$ cat src/rtl/uc_pkg.sv
// Shared definitions for the universal-counter sequencer: FSM states, mode codes
// and the command acceptance rule.
package uc_pkg;

  typedef enum logic [2:0] {
    S_IDLE   = 3'd0,
    S_LOAD   = 3'd1,
    S_RUN_UP = 3'd2,
    S_RUN_DN = 3'd3,
    S_DONE   = 3'd4
  } state_e;

  localparam logic [1:0] M_UP   = 2'b00;
  localparam logic [1:0] M_DN   = 2'b01;
  localparam logic [1:0] M_PP   = 2'b10;
  localparam logic [1:0] M_RSVD = 2'b11;

  // Up and ping-pong need preset <= limit; down needs preset >= limit.
  function automatic logic cmd_ok(input logic [1:0] m, input logic p_gt_l, input logic p_lt_l);
    case (m)
      M_UP, M_PP: cmd_ok = ~p_gt_l;
      M_DN:       cmd_ok = ~p_lt_l;
      default:    cmd_ok = 1'b0;
    endcase
  endfunction

endpackage

$ cat src/rtl/uc_seq_ctrl.sv
// Sequencer in front of the universal counter: loads the preset, steers count
// direction, stops the counter exactly on target and reports done/err.
module uc_seq_ctrl
  import uc_pkg::*;
#(
  parameter int W       = 4,
  parameter int SWEEP_W = 4
) (
  input  logic               clk,
  input  logic               clr,
  input  logic               start,
  input  logic [1:0]         mode,
  input  logic [W-1:0]       preset,
  input  logic [W-1:0]       limit,
  input  logic [SWEEP_W-1:0] sweeps,
  input  logic               abort,
  input  logic [W-1:0]       q_in,
  output logic               load,
  output logic [W-1:0]       data,
  output logic               en,
  output logic               up_down,
  output logic               busy,
  output logic               done,
  output logic               err
);

  state_e             state_q, state_d;
  logic [1:0]         mode_q, mode_d;
  logic [W-1:0]       preset_q, preset_d;
  logic [W-1:0]       limit_q, limit_d;
  logic [SWEEP_W-1:0] sweep_q, sweep_d;
  logic               err_q, err_d;

  logic [W-1:0] target;
  logic         at_target;
  logic         running;
  logic         abort_act;

  // Only the ping-pong down leg returns to the preset; every other leg runs to limit.
  assign target    = (state_q == S_RUN_DN && mode_q == M_PP) ? preset_q : limit_q;
  assign at_target = (q_in == target);
  assign running   = (state_q == S_RUN_UP) || (state_q == S_RUN_DN);
  assign abort_act = abort && (state_q != S_IDLE);

  always_ff @(posedge clk or posedge clr) begin
    if (clr) begin
      state_q  <= S_IDLE;
      mode_q   <= '0;
      preset_q <= '0;
      limit_q  <= '0;
      sweep_q  <= '0;
      err_q    <= 1'b0;
    end else begin
      state_q  <= state_d;
      mode_q   <= mode_d;
      preset_q <= preset_d;
      limit_q  <= limit_d;
      sweep_q  <= sweep_d;
      err_q    <= err_d;
    end
  end

  always_comb begin
    state_d  = state_q;
    mode_d   = mode_q;
    preset_d = preset_q;
    limit_d  = limit_q;
    sweep_d  = sweep_q;
    err_d    = 1'b0;
    case (state_q)
      S_IDLE: begin
        if (start) begin
          mode_d   = mode;
          preset_d = preset;
          limit_d  = limit;
          sweep_d  = (sweeps == '0) ? SWEEP_W'(1) : sweeps;
          if (cmd_ok(mode, preset > limit, preset < limit)) state_d = S_LOAD;
          else                                              err_d   = 1'b1;
        end
      end
      S_LOAD:   state_d = (mode_q == M_DN) ? S_RUN_DN : S_RUN_UP;
      S_RUN_UP: if (at_target) state_d = (mode_q == M_PP) ? S_RUN_DN : S_DONE;
      S_RUN_DN: begin
        if (at_target) begin
          if (mode_q == M_PP && sweep_q > SWEEP_W'(1)) begin
            sweep_d = sweep_q - SWEEP_W'(1);
            state_d = S_RUN_UP;
          end else begin
            state_d = S_DONE;
          end
        end
      end
      S_DONE:   state_d = S_IDLE;
      default:  state_d = S_IDLE;
    endcase
    if (abort_act) state_d = S_IDLE;
  end

  // en follows q_in combinationally so the counter freezes on the target edge itself.
  always_comb begin
    load    = (state_q == S_LOAD) && !abort_act;
    en      = running && !at_target && !abort_act;
    up_down = (state_q != S_RUN_DN);
    busy    = (state_q != S_IDLE);
    done    = (state_q == S_DONE) && !abort_act;
    err     = err_q;
    data    = preset_q;
  end

endmodule

$ cat config.mk
export PLATFORM = sky130hd
export DESIGN_NAME = uc_seq_ctrl
export DESIGN_NICKNAME = d
export VERILOG_FILES = /design/src/rtl/uc_pkg.sv /design/src/rtl/uc_seq_ctrl.sv
export SDC_FILE = /design/constraint.sdc
export NUM_CORES = 1
export LEC_CHECK = 0
export ABC_AREA = 1
export CORE_MARGIN = 5
export CORE_UTILIZATION = 45
export CTS_BUF_LIST = sky130_fd_sc_hd__clkbuf_4 sky130_fd_sc_hd__clkbuf_8
export DETAILED_ROUTE_END_ITERATION = 10
export GPL_TIMING_DRIVEN = 0
export PLACE_DENSITY = 0.79
export SLEW_MARGIN = 20
export SYNTH_ARGS = -nofsm -noshare
export SYNTH_HDL_FRONTEND = slang
export SYNTH_SLANG_ARGS = --single-unit
$ cat constraint.sdc
create_clock -name clk -period 1.85 [get_ports clk]
set_input_delay 0.37 -clock clk [delete_from_list [all_inputs] [get_ports clk]]
set_output_delay 0.37 -clock clk [all_outputs]
set_load 0.02 [all_outputs]
==> run summary <==
Via density -> 5.04
final setup TNS -> -0.188 ns
Fillers -> 213
Slew Limit Fails -> 0
status -> finished with violations
Main synth FF type -> dfrtp_1
Worst Path Buf+Inv -> 3
clock skew -> 0.00178 ns
unrepaired setup endpoints after global routing -> yes
Starting Density -> 0.468
routed vias -> 1275
critical path cell sequence -> nor2_4 > buf_6 > nand3b_1 > nand3b_1 > nand2_2 > nor2_4 > nand2_4 > nand2_4 > inv_2 > buf_6
register bit total from synthesis -> 18
share of layout cells above drive strength 1 -> 0.198
Layout area overhead -> 37.8%
IO buf count -> 31
Commonest cells post-synth -> nand2_1 (41), inv_1 (33), nand3_1 (20), dfrtp_1 (18), o21ai_0 (12)
Adder-Cell Fraction of Synth Area -> 0.0587
die height -> 63.3 µm
critical path's top delay family -> simple AND/OR/NAND/NOR gates
vias in the first global route -> 1245
initial antenna violation count -> 0
Max clock buf depth -> 2
CP peak stage delay -> 0.42 ns
gr ovfl total -> 0
max-slew headroom at the worst pin -> 0.542
Seq/Total Area, Yosys -> 0.352
CP endpoint kind -> primary output
VDD IR-drop max -> 0.972 mV
critical path class -> flop to primary output
Worst path depth -> 10
Clk Latency, worst-skew pair -> 0.29 ns
DRT iter0 DRCs -> 67
final worst slack -> -0.188 ns
Tcrit/Tclk final -> 1.10
Synth Area in Compound Gates -> 0.0890
Reg2Reg Depth -> 13
largest net degree at the start of global routing -> 19
DP HPWL -> 2260 µm
top-count cell post-synth -> nand2_1
final instance area -> 0.00176 mm²
Sink Count -> 18
Post-Syn Nets -> 206
Synth area leader -> dfrtp_1
f_max -> 491 MHz
number of antenna-violating nets in the routed design -> 0
Die ar. -> 0.00401 mm²
pre-CTS setup slack -> -0.476 ns
Die W -> 63.3 µm
Slew @ Worst Pin -> 0.687 ns
total chip power -> 2.30 mW
CP startpoint kind -> flop
mux share of post-synthesis cell area -> 0.00880
Yosys top cell area share -> 0.352
cells after synthesis -> 178
GR Util All Layers -> 0.154
CTS root buffer -> clkbuf_4
xor/xnor share of the synthesized area -> 0.0137
first-pass GRT wire length -> 5120 µm
HP Class -> primary input to asynchronous set/reset pin
Final Core Density -> 0.645
Ports -> 32
slowest cell on the critical path -> dfrtp_1
main combinational cell family by area after synthesis -> simple AND/OR/NAND/NOR gates
Post-Syn Area -> 0.00128 mm²
diode count -> 0
DRT Wirelength -> 2950 µm
yosys warns -> 0
syn avg cell area -> 7.19 µm²
min cycle time layout -> 2.04 ns
static leakage -> 0.912 nW
post-synthesis async set-or-reset flop share -> 1.00
Hold Violations, Final -> 0
CTS tree -> built
Pre-Repair DR Iteration Count -> 4
setup violators final -> 1
DR WL/cell -> 11.7 µm
num rows -> 19
Post-synth EDFFs -> 0
area of placed instances -> 0.00163 mm²
RePlAce Congestion -> 0.847
synth top area cells -> dfrtp_1 (35%), nand2_1 (12%), inv_1 (9.7%)
MaxCap Viol Count -> 0
CTS H-tree depth -> 1
pwr/cell area -> 1310 mW/mm²
Worst-path clk slew -> 0.10 ns
core area -> 0.00273 mm²
failing checks -> negative setup slack
Remaining DRCs -> 0
NumNets Final -> 252
Worst EP arrival -> 1.67 ns
Req. time, crit path -> 1.48 ns
Max FO, Critical Path -> 8
Yosys cell types -> 25
Synth Area in Simple Gates -> 0.353
Num CTS Buffers -> 3
[logic make-up (layout without fill, tap and decap cells)]
kind of cell / count (synthesis) / after routing
compound gates: 22 / 22
xor+xnor: 2 / 2
fa+ha+maj: 6 / 6
buf+inv: 37 / 81
flops: 18 / 18
mux: 1 / 1
simple gates: 92 / 92
[metrics by stage]
stage          hold slack [ns]  cells
2_1_floorplan            0.309    178
3_3_place_gp             0.455    240
3_5_place_dp             0.486    240
4_1_cts                  0.502    251
5_1_grt                  0.540    253
6_report                 0.474    253
[worst register-to-register path: stages, from the launching register on]
cell	delay, ns
dfrtp_1	0.42
nor2_4	0.17
buf_6	0.14
nand3b_1	0.10
nand3b_1	0.11
nand2_2	0.07
nor2_4	0.09
nand2_4	0.07
buf_4	0.13
buf_6	0.12
nand2_8	0.06
nand2_4	0.06
nand2_2	0.06
nand2_1	0.05
[per-layer routing]
metal  vias up  global-route usage  share of wire
li1        655                   -              -
met1       585               0.193           0.45
met2        31               0.265           0.50
met3         4              0.0284          0.045
met4         0              0.0468          0.011
met5         -                   0              0
[cell usage in the layout (no fill, tap or decap), drive strengths merged]
master and instances:
nand2 48, inv 33, clkdlybuf4s50 26, nand3 22
dfrtp 18, buf 17, nor2 13, o21ai 12
a21oi 8, ha 6, clkbuf 4, nor3 3
nand3b 2, nand4 2, a31oi 1, o211ai 1
xnor2 1, nor4 1, and3 1, xor2 1
mux2 1, clkdlybuf4s15 1
[report_power, final]
group | leakage, nW | switching [mW] | internal (mW) | total (mW)
registers | 0.218 | 0.138 | 0.571 | 0.708
logic | 0.680 | 0.786 | 0.611 | 1.40
clock network | 0.0138 | 0.122 | 0.0757 | 0.198
[area by class of cell]
cell class                 instances  area, µm²  area share
buffer                             4       36.3      0.0206
tap                               31       38.8      0.0220
multi-input combinational        123        712       0.404
inverter                          33        124      0.0702
timing repair buffer              41        379       0.215
clock buffer                       3       22.5      0.0128
sequential                        18        452       0.256
[worst paths after layout]
kind,slack [ns],to,startpoint
worst max register to register,0.09,sweep_q[1]$_DFFE_PP0P_,mode_q[0]$_DFFE_PP0P_
worst min-delay path,0.47,sweep_q[3]$_DFFE_PP0P_,clr
max in group asynchronous,0.90,state_q[2]$_DFFE_PP0P_,clr
worst min register to register,0.51,sweep_q[3]$_DFFE_PP0P_,sweep_q[3]$_DFFE_PP0P_
min in group clk,0.51,sweep_q[3]$_DFFE_PP0P_,sweep_q[3]$_DFFE_PP0P_
worst max-delay path,-0.19,en,mode_q[0]$_DFFE_PP0P_
[timing repair]
action,CTS,global route
hold buffers,0,0
pin swaps,8,11
gates resized for setup,27,12
setup buffers,8,2
endpoints found under the setup margin,5,8
[sequential cells by signal (all words and copies together), names as in the netlist]
| register | cells |
|---|---|
| state_q | 3 |
| mode_q | 2 |
| sweep_q | 4 |
| err | 1 |
| limit_q | 4 |
| data | 4 |
Note: power is estimated with default switching activity, not from simulation.
